--- config.mk ---
export PLATFORM = sky130hd
export DESIGN_NAME = prog_loader_flat
export DESIGN_NICKNAME = d
export VERILOG_FILES = /design/src/rtl/prog_loader_if.sv /design/src/rtl/prog_loader.sv /design/src/flat_wrapper.sv
export SDC_FILE = /design/constraint.sdc
export NUM_CORES = 1
export LEC_CHECK = 0
export CELL_PAD_IN_SITES_DETAIL_PLACEMENT = 0
export CELL_PAD_IN_SITES_GLOBAL_PLACEMENT = 1
export CORE_MARGIN = 4
export CORE_UTILIZATION = 47
export DETAILED_ROUTE_END_ITERATION = 12
export PLACE_DENSITY = 0.89
export SLEW_MARGIN = 20
export SYNTH_ARGS = -nofsm -noshare
export SYNTH_HDL_FRONTEND = slang
export SYNTH_SLANG_ARGS = --single-unit
--- constraint.sdc ---
create_clock -name clk -period 6.5 [get_ports clk]
set_input_delay 0.65 -clock clk [delete_from_list [all_inputs] [get_ports clk]]
set_output_delay 0.65 -clock clk [all_outputs]
set_load 0.05 [all_outputs]
--- src/rtl/prog_loader_if.sv ---
// Byte-stream input, memory write ports and boot status of the program loader.
// master: stream source / memory side; slave: the loader itself.
interface prog_loader_if #(
  parameter int unsigned INST_AW = 8,
  parameter int unsigned DATA_AW = 14
);
  logic               in_valid;
  logic [7:0]         in_data;
  logic               in_ready;
  logic               inst_we;
  logic [INST_AW-1:0] inst_addr;
  logic [31:0]        inst_wdata;
  logic               data_we;
  logic [DATA_AW-1:0] data_addr;
  logic [31:0]        data_wdata;
  logic               boot_done;
  logic               boot_err;
  logic               core_rstn_o;

  modport master (
    output in_valid, in_data,
    input  in_ready, inst_we, inst_addr, inst_wdata, data_we, data_addr, data_wdata,
    input  boot_done, boot_err, core_rstn_o
  );

  modport slave (
    input  in_valid, in_data,
    output in_ready, inst_we, inst_addr, inst_wdata, data_we, data_addr, data_wdata,
    output boot_done, boot_err, core_rstn_o
  );
endinterface

--- src/rtl/prog_loader.sv ---
// Boot-time loader: assembles big-endian words from a byte stream and writes the inst then data
// image; holds the CPU in reset until done. Define LOADER_CHECKSUM_EN for a trailing sum check.
module prog_loader #(
  parameter int unsigned INST_AW  = 8,
  parameter int unsigned DATA_AW  = 14,
  parameter logic [31:0] END_MARK = 32'hFFFFFFFF
) (
  input logic          clk,
  input logic          rstn,
  prog_loader_if.slave bus
);

  localparam logic [32:0]        DataDepth = 33'd1 << DATA_AW;
  localparam logic [INST_AW-1:0] InstLast  = '1;
  localparam logic [DATA_AW:0]   RemainOne = 1;

  typedef enum logic [2:0] {
    StInst = 3'd0,
    StDcnt = 3'd1,
    StData = 3'd2,
    StDone = 3'd3,
    StErr  = 3'd4
`ifdef LOADER_CHECKSUM_EN
    , StCsum = 3'd5
`endif
  } state_e;

`ifdef LOADER_CHECKSUM_EN
  localparam state_e StAfterData = StCsum;
`else
  localparam state_e StAfterData = StDone;
`endif

  state_e             state_q, state_d;
  logic [1:0]         bcnt_q, bcnt_d;
  logic [23:0]        word_q, word_d;
  logic [INST_AW-1:0] inst_ptr_q, inst_ptr_d;
  logic [DATA_AW-1:0] data_ptr_q, data_ptr_d;
  logic [DATA_AW:0]   remain_q, remain_d;
  logic               in_ready_q, in_ready_d;
  logic               inst_we_q, inst_we_d;
  logic [INST_AW-1:0] inst_addr_q, inst_addr_d;
  logic [31:0]        inst_wdata_q, inst_wdata_d;
  logic               data_we_q, data_we_d;
  logic [DATA_AW-1:0] data_addr_q, data_addr_d;
  logic [31:0]        data_wdata_q, data_wdata_d;
  logic               done_q, done_d;
  logic               err_q, err_d;
`ifdef LOADER_CHECKSUM_EN
  logic [31:0]        sum_q, sum_d;
`endif

  logic        xfer;
  logic [31:0] word_full;

  assign xfer      = bus.in_valid & in_ready_q;
  assign word_full = {word_q, bus.in_data};

  always_ff @(posedge clk or negedge rstn) begin
    if (!rstn) begin
      state_q      <= StInst;
      bcnt_q       <= '0;
      word_q       <= '0;
      inst_ptr_q   <= '0;
      data_ptr_q   <= '0;
      remain_q     <= '0;
      in_ready_q   <= 1'b0;
      inst_we_q    <= 1'b0;
      inst_addr_q  <= '0;
      inst_wdata_q <= '0;
      data_we_q    <= 1'b0;
      data_addr_q  <= '0;
      data_wdata_q <= '0;
      done_q       <= 1'b0;
      err_q        <= 1'b0;
`ifdef LOADER_CHECKSUM_EN
      sum_q        <= '0;
`endif
    end else begin
      state_q      <= state_d;
      bcnt_q       <= bcnt_d;
      word_q       <= word_d;
      inst_ptr_q   <= inst_ptr_d;
      data_ptr_q   <= data_ptr_d;
      remain_q     <= remain_d;
      in_ready_q   <= in_ready_d;
      inst_we_q    <= inst_we_d;
      inst_addr_q  <= inst_addr_d;
      inst_wdata_q <= inst_wdata_d;
      data_we_q    <= data_we_d;
      data_addr_q  <= data_addr_d;
      data_wdata_q <= data_wdata_d;
      done_q       <= done_d;
      err_q        <= err_d;
`ifdef LOADER_CHECKSUM_EN
      sum_q        <= sum_d;
`endif
    end
  end

  always_comb begin
    state_d      = state_q;
    bcnt_d       = bcnt_q;
    word_d       = word_q;
    inst_ptr_d   = inst_ptr_q;
    data_ptr_d   = data_ptr_q;
    remain_d     = remain_q;
    inst_we_d    = 1'b0;
    inst_addr_d  = inst_addr_q;
    inst_wdata_d = inst_wdata_q;
    data_we_d    = 1'b0;
    data_addr_d  = data_addr_q;
    data_wdata_d = data_wdata_q;
    // Status lags the state by one cycle so done follows the final write strobe.
    done_d       = done_q | (state_q == StDone);
    err_d        = err_q | (state_q == StErr);
`ifdef LOADER_CHECKSUM_EN
    sum_d        = sum_q;
`endif

    if (xfer) begin
      bcnt_d = bcnt_q + 2'd1;
      word_d = word_full[23:0];
      if (bcnt_q == 2'd3) begin
`ifdef LOADER_CHECKSUM_EN
        if (state_q != StCsum) sum_d = sum_q + word_full;
`endif
        unique case (state_q)
          StInst: begin
            if ((word_full != END_MARK) && (inst_ptr_q == InstLast)) begin
              state_d = StErr;
            end else begin
              inst_we_d    = 1'b1;
              inst_addr_d  = inst_ptr_q;
              inst_wdata_d = word_full;
              inst_ptr_d   = inst_ptr_q + INST_AW'(1);
              if (word_full == END_MARK) state_d = StDcnt;
            end
          end
          StDcnt: begin
            if (word_full == 32'd0) begin
              state_d = StAfterData;
            end else if ({1'b0, word_full} > DataDepth) begin
              state_d = StErr;
            end else begin
              remain_d = word_full[DATA_AW:0];
              state_d  = StData;
            end
          end
          StData: begin
            data_we_d    = 1'b1;
            data_addr_d  = data_ptr_q;
            data_wdata_d = word_full;
            data_ptr_d   = data_ptr_q + DATA_AW'(1);
            remain_d     = remain_q - RemainOne;
            if (remain_q == RemainOne) state_d = StAfterData;
          end
`ifdef LOADER_CHECKSUM_EN
          StCsum: state_d = (word_full == sum_q) ? StDone : StErr;
`endif
          default: ;
        endcase
      end
    end

    in_ready_d = (state_d != StDone) && (state_d != StErr);
  end

  assign bus.in_ready    = in_ready_q;
  assign bus.inst_we     = inst_we_q;
  assign bus.inst_addr   = inst_addr_q;
  assign bus.inst_wdata  = inst_wdata_q;
  assign bus.data_we     = data_we_q;
  assign bus.data_addr   = data_addr_q;
  assign bus.data_wdata  = data_wdata_q;
  assign bus.boot_done   = done_q;
  assign bus.boot_err    = err_q;
  assign bus.core_rstn_o = done_q;

endmodule
--- src/flat_wrapper.sv ---
// flat-port wrapper written by rule: the top's interface ports become plain ports
module prog_loader_flat 
#(
  parameter int unsigned INST_AW  = 8,
  parameter int unsigned DATA_AW  = 14,
  parameter logic [31:0] END_MARK = 32'hFFFFFFFF
)
  (clk, rstn, bus_in_valid, bus_in_data, bus_in_ready, bus_inst_we, bus_inst_addr, bus_inst_wdata, bus_data_we, bus_data_addr, bus_data_wdata, bus_boot_done, bus_boot_err, bus_core_rstn_o);
  prog_loader_if #(.INST_AW(INST_AW), .DATA_AW(DATA_AW)) bus_i ();
  input logic clk;
  input logic rstn;
  input wire logic [$bits(bus_i.in_valid)-1:0] bus_in_valid;
  input wire logic [$bits(bus_i.in_data)-1:0] bus_in_data;
  output wire logic [$bits(bus_i.in_ready)-1:0] bus_in_ready;
  output wire logic [$bits(bus_i.inst_we)-1:0] bus_inst_we;
  output wire logic [$bits(bus_i.inst_addr)-1:0] bus_inst_addr;
  output wire logic [$bits(bus_i.inst_wdata)-1:0] bus_inst_wdata;
  output wire logic [$bits(bus_i.data_we)-1:0] bus_data_we;
  output wire logic [$bits(bus_i.data_addr)-1:0] bus_data_addr;
  output wire logic [$bits(bus_i.data_wdata)-1:0] bus_data_wdata;
  output wire logic [$bits(bus_i.boot_done)-1:0] bus_boot_done;
  output wire logic [$bits(bus_i.boot_err)-1:0] bus_boot_err;
  output wire logic [$bits(bus_i.core_rstn_o)-1:0] bus_core_rstn_o;
  assign bus_i.in_valid = bus_in_valid;
  assign bus_i.in_data = bus_in_data;
  assign bus_in_ready = bus_i.in_ready;
  assign bus_inst_we = bus_i.inst_we;
  assign bus_inst_addr = bus_i.inst_addr;
  assign bus_inst_wdata = bus_i.inst_wdata;
  assign bus_data_we = bus_i.data_we;
  assign bus_data_addr = bus_i.data_addr;
  assign bus_data_wdata = bus_i.data_wdata;
  assign bus_boot_done = bus_i.boot_done;
  assign bus_boot_err = bus_i.boot_err;
  assign bus_core_rstn_o = bus_i.core_rstn_o;
  prog_loader #(.INST_AW(INST_AW), .DATA_AW(DATA_AW), .END_MARK(END_MARK)) u_core (.clk(clk), .rstn(rstn), .bus(bus_i));
endmodule
; Word level (Yosys, flattened, before mapping)
; Index checks and enable logic that the tools add are counted.
; Widths: inputs -> output; s select.
[word_totals]
reg_bits = 157
mem_bits_rw = 0
mem_count = 0
elab_cells = 63
latchBits = 0
rom_bits = 0
[op_classes]
div_mod_pow = 0
n_addsub = 4
n_lt_le_gt_ge = 1
n_mul = 0
n_eq_ne = 13
shift = 0
bitwise_logic = 4
n_mux = 18
reduce_logical = 8
[ops]
columns = cell, n
row1 = $eq 32x32->1 const B, 1
row2 = $gt 32x15->1 const B, 1
row3 = $logic_not 32->1, 1
row4 = $ne 32x32->1 const B, 1
row5 = $mux 15, 2
row6 = $pmux 15 s2, 1
row7 = $mux 3, 7
row8 = $eq 15x1->1 const B, 1
row9 = $sub 15x1->15 const B, 1
row10 = $add 14x1->14 const B, 1
row11 = $pmux 3 s3, 1
row12 = $add 8x1->8 const B, 1
row13 = $eq 8x8->1 const B, 1
row14 = $mux 1, 7
row15 = $eq 3x2->1 const B, 2
row16 = $reduce_and 5->1, 1
row17 = $ne 2x2->1 const B, 2
row18 = $reduce_and 4->1, 1
row19 = $eq 3x1->1 const B, 1
row20 = $eq 3x3->1 const B, 1
row21 = $logic_not 3->1, 1
row22 = $ne 3x2->1 const B, 1
row23 = $ne 3x3->1 const B, 1
row24 = $reduce_and 3->1, 1
row25 = 7 further kinds, 9

; Logic depth before layout (Yosys ltp)
[depth]
ltp_word = 8
mapped_depth = 9
ltp_nobuf = 8

; Worst setup path before layout
; Ideal clock, no wire load.
[synth_timing]
kind = input-to-reg
from = input port bus_in_data[0]
to = register u_core.remain_q[14]
arrival_time_ns = 2.432
setup_time_ns = 0.121
path_buffers = 1
setup_slack_ns = 3.946
required_ns = 6.379
cell_stages = 6
path_cell_list = nor4_2 -> a41oi_1 -> or4_4 -> a221o_1 -> buf_6 -> o22a_1
[synth_between]
elab_chain_len = 3
word_cells_on_any_way = 5
classes_between = order compare: 1 / eq/ne: 2 / reduce/logical: 2
[synth_lines]
columns = item, line
row1 = "start, declared", flat_wrapper.sv:13  ; input wire logic [$bits(bus_i.in_data)-1:0] bus_in_data;
row2 = $gt 32x15->1 or $logic_not 32->1 (tied branches), "prog_loader.sv:143, prog_loader.sv:141"
row3 = $ne 2x2->1 (no line), --
row4 = $reduce_and 5->1 (no line) (*), --
row5 = "end signal, assigned", prog_loader.sv:85  ; remain_q <= remain_d;
row6 = "end, declared", prog_loader.sv:39  ; logic [DATA_AW:0] remain_q, remain_d;
; Every way passes the cells marked *; elsewhere a longest branch is shown, timed or not.
; A chain may end at the register's enable or synchronous reset.

; Worst setup path after layout
[layout_timing]
from = input port bus_in_data[0]
to = register u_core.remain_q[6]
; The elaborated chain is that of the path after synthesis.

==> metrics <==
status finished clean; Power Density 408 nW/µm²; Setup-failing EPs final 0; Post-CTS Resized 0; Peak Freq 0.301 GHz; vias in the first global route 4531; Fill cells 1082; Leak 0.00362 µW; Final Max Tran Viols 0; die area 15900 µm²; Slew headroom 25.7%; max_cap viols 0; Setup WS pre-CTS 2770 ps; Synth warnings 0; first-pass GRT wire length 24000 µm; final hold vios 0; DR WL/cell 18.1 µm; metal2 WL 6790 µm; syn avg cell area 13.2 µm²; Max clock buf depth 2; DRC Markers 0; routability cong. 0.810; Yosys top cell area share 59.9%; net count after synthesis 513; FF-to-FF path depth 6; WP data arrival 3600 ps; number of diodes 0; Max IR drop VDD 0.298 mV; largest net degree at the start of global routing 90; Period minus WS final 3320 ps; Non-Filler Instances 791; placed cell areas 7770 µm²; Die H 126 µm; worst path cell trace clkdlybuf4s50_1 > nor4_2 > a41oi_1 > or4_4 > a221oi_2 > o21ai_0 > o2bb2ai_1; met3 WL 913 µm; Clock Latency Late Sink 420 ps; Post-synth EDFFs 0; Tot Pwr 3420 µW; R2R Path End u_core.remain_q[6]; total routed wirelength 14300 µm; Clock Sink Count 157; Synth-to-Final Area Change 27.7%; Async SR Flop Fraction 100%; slowest stage delay, CP 780 ps; min-delay worst type in2async; Via density 5.52; RSZ-0062 raised after global routing false; gr ovfl total 0; CTS tree done; most frequent cells in the layout dfrtp_1, mux2_2, clkdlybuf4s50_1, nand2_1, nor2_1; layout cell share with drive strength beyond 1 25.7%; highest routed layer met4; Total GRT Usage 19.0%; Post-CTS Setup Inserts 0; Initial DRC Count 221; detailed placement HPWL 9760 µm; Cell variety after synth 47; TritonRoute pass-1 iters 4; Starting Density 48.8%; Seq cells post-synth 157; R2R Path Start u_core.word_q[1]; largest cells by area after synthesis dfrtp_1, mux2_2, xnor2_1; setup_tns 0 ps; worst slew pin tran 1110 ps; CORE AREA 13500 µm²; # H-tree levels 4; WP data required 6780 ps; # IOs 103; hold buffers post-CTS 0; nets@finish 618; Syn Inst Count 497; # rows 42; crit end category register; vias after detailed routing 4370; CP max-delay cell a221oi_2; Setup CP Type in2reg; area leader, netlist dfrtp_1; Fin Clk Skew 7.17 ps; TritonCTS buffer count 17; commonest non-fill, non-tap cell in the layout dfrtp_1; clk slew on worst S/H paths 60 ps; final instance area 8380 µm²; min setup slack post-route 3180 ps; final period utilization 51.1%; DRT antenna net count 0; cell area after synthesis 6560 µm²; Cells after DPL 759; Die W 126 µm; CP startpoint kind primary input; Worst Path Max Fanout 12; CTS root buf clkbuf_16; register-to-register setup slack 3500 ps; register area share after synthesis 59.9%; M1 WL 6430 µm; ys flop type dfrtp_1; Port Buffer Count 102; initial antenna violation count 0
## logic make-up after synthesis
kind of cell,after synthesis,synth area share (%)
DFF,157,59.9
and+or+nand+nor,114,9.46
muxes,113,19.4
AOI/OAI and AO/OA,59,5.67
buffers and inverters,28,1.83
xor gates and xnor gates,21,2.80
adders and majority gates,5,0.954
## power by group
part / switching [µW] / total [µW] / internal [µW]
Combinational: 594 / 990 / 395
Sequential: 241 / 1430 / 1180
Clock: 390 / 1000 / 615
Total: 1230 / 3420 / 2200
## sequential cells by signal (all words and copies together), names as in the netlist
signal	cells
u_core.bus.inst_we	1
u_core.bus.inst_addr	8
u_core.bus.data_we	1
u_core.inst_ptr_q	8
u_core.data_ptr_q	14
u_core.bus.inst_wdata	32
u_core.bcnt_q	2
u_core.word_q	24
u_core.bus.in_ready	1
u_core.bus.data_addr	14
u_core.bus.boot_err	1
u_core.bus.data_wdata	32
u_core.state_q	3
u_core.bus.boot_done	1
u_core.remain_q	15
## synth_stat cells (2+ instances only)
cell / count
o2bb2ai_1: 3
or4_1: 4
o22ai_1: 4
xor2_1: 3
nor2_1: 20
nor4_1: 11
nand4_1: 14
o21ai_1: 4
a21o_1: 3
o21ai_0: 11
nand2b_1: 4
ha_1: 5
nand2_1: 25
a31oi_1: 3
nor3b_1: 4
dfrtp_1: 157
a21oi_1: 18
inv_1: 7
mux2_2: 112
nor4_2: 3
buf_2: 3
clkbuf_1: 16
a41oi_1: 2
a22oi_1: 2
nand3_1: 9
and2_1: 2
nor3_1: 8
xnor2_1: 18
and3_1: 4
## metal layers
layer	vias up	GRT usage, %
met5	-	0
met1	2195	26.3
li1	2015	-
met3	17	4.95
met2	143	29.0
met4	0	6.94
## cell type report
cell class,instances,area (µm²),area share (%)
sequential,157,3930,46.9
multi-input combinational,312,2530,30.2
timing repair buffer,107,1060,12.7
clock buffer,19,443,5.29
tap,176,220,2.63
clock inverter,13,165,1.97
inverter,7,26.3,0.314
## stage by stage
stage	hold slack [ps]	utilization [%]
2_1_floorplan	354	-
3_3_place_gp	464	57.7
3_5_place_dp	466	57.7
4_1_cts	314	62.3
5_1_grt	346	62.3
6_report	296	62.3
## worst max-delay path: cells and delay by family
family,cells,cell delay [ps]
AO/OA/AOI/OAI,4,1410
buffers and inverters,1,550
AND/OR/NAND/NOR,2,1000
## how the worst max path moves through the flow
stage / start / endpoint / slack [ps] / cells past startpoint
6_report: bus_in_data[0] / u_core.remain_q[6] / 3180 / 7
5_1_grt: bus_in_data[0] / u_core.remain_q[6] / 2960 / 7
4_1_cts: bus_in_data[0] / u_core.remain_q[6] / 3210 / 7
3_5_place_dp: bus_in_data[0] / u_core.remain_q[6] / 2770 / 7
3_3_place_gp: bus_in_data[5] / u_core.remain_q[6] / 2860 / 7
2_1_floorplan: bus_in_data[0] / u_core.remain_q[14] / 3950 / 6
Power figures use the tool's default switching activity.
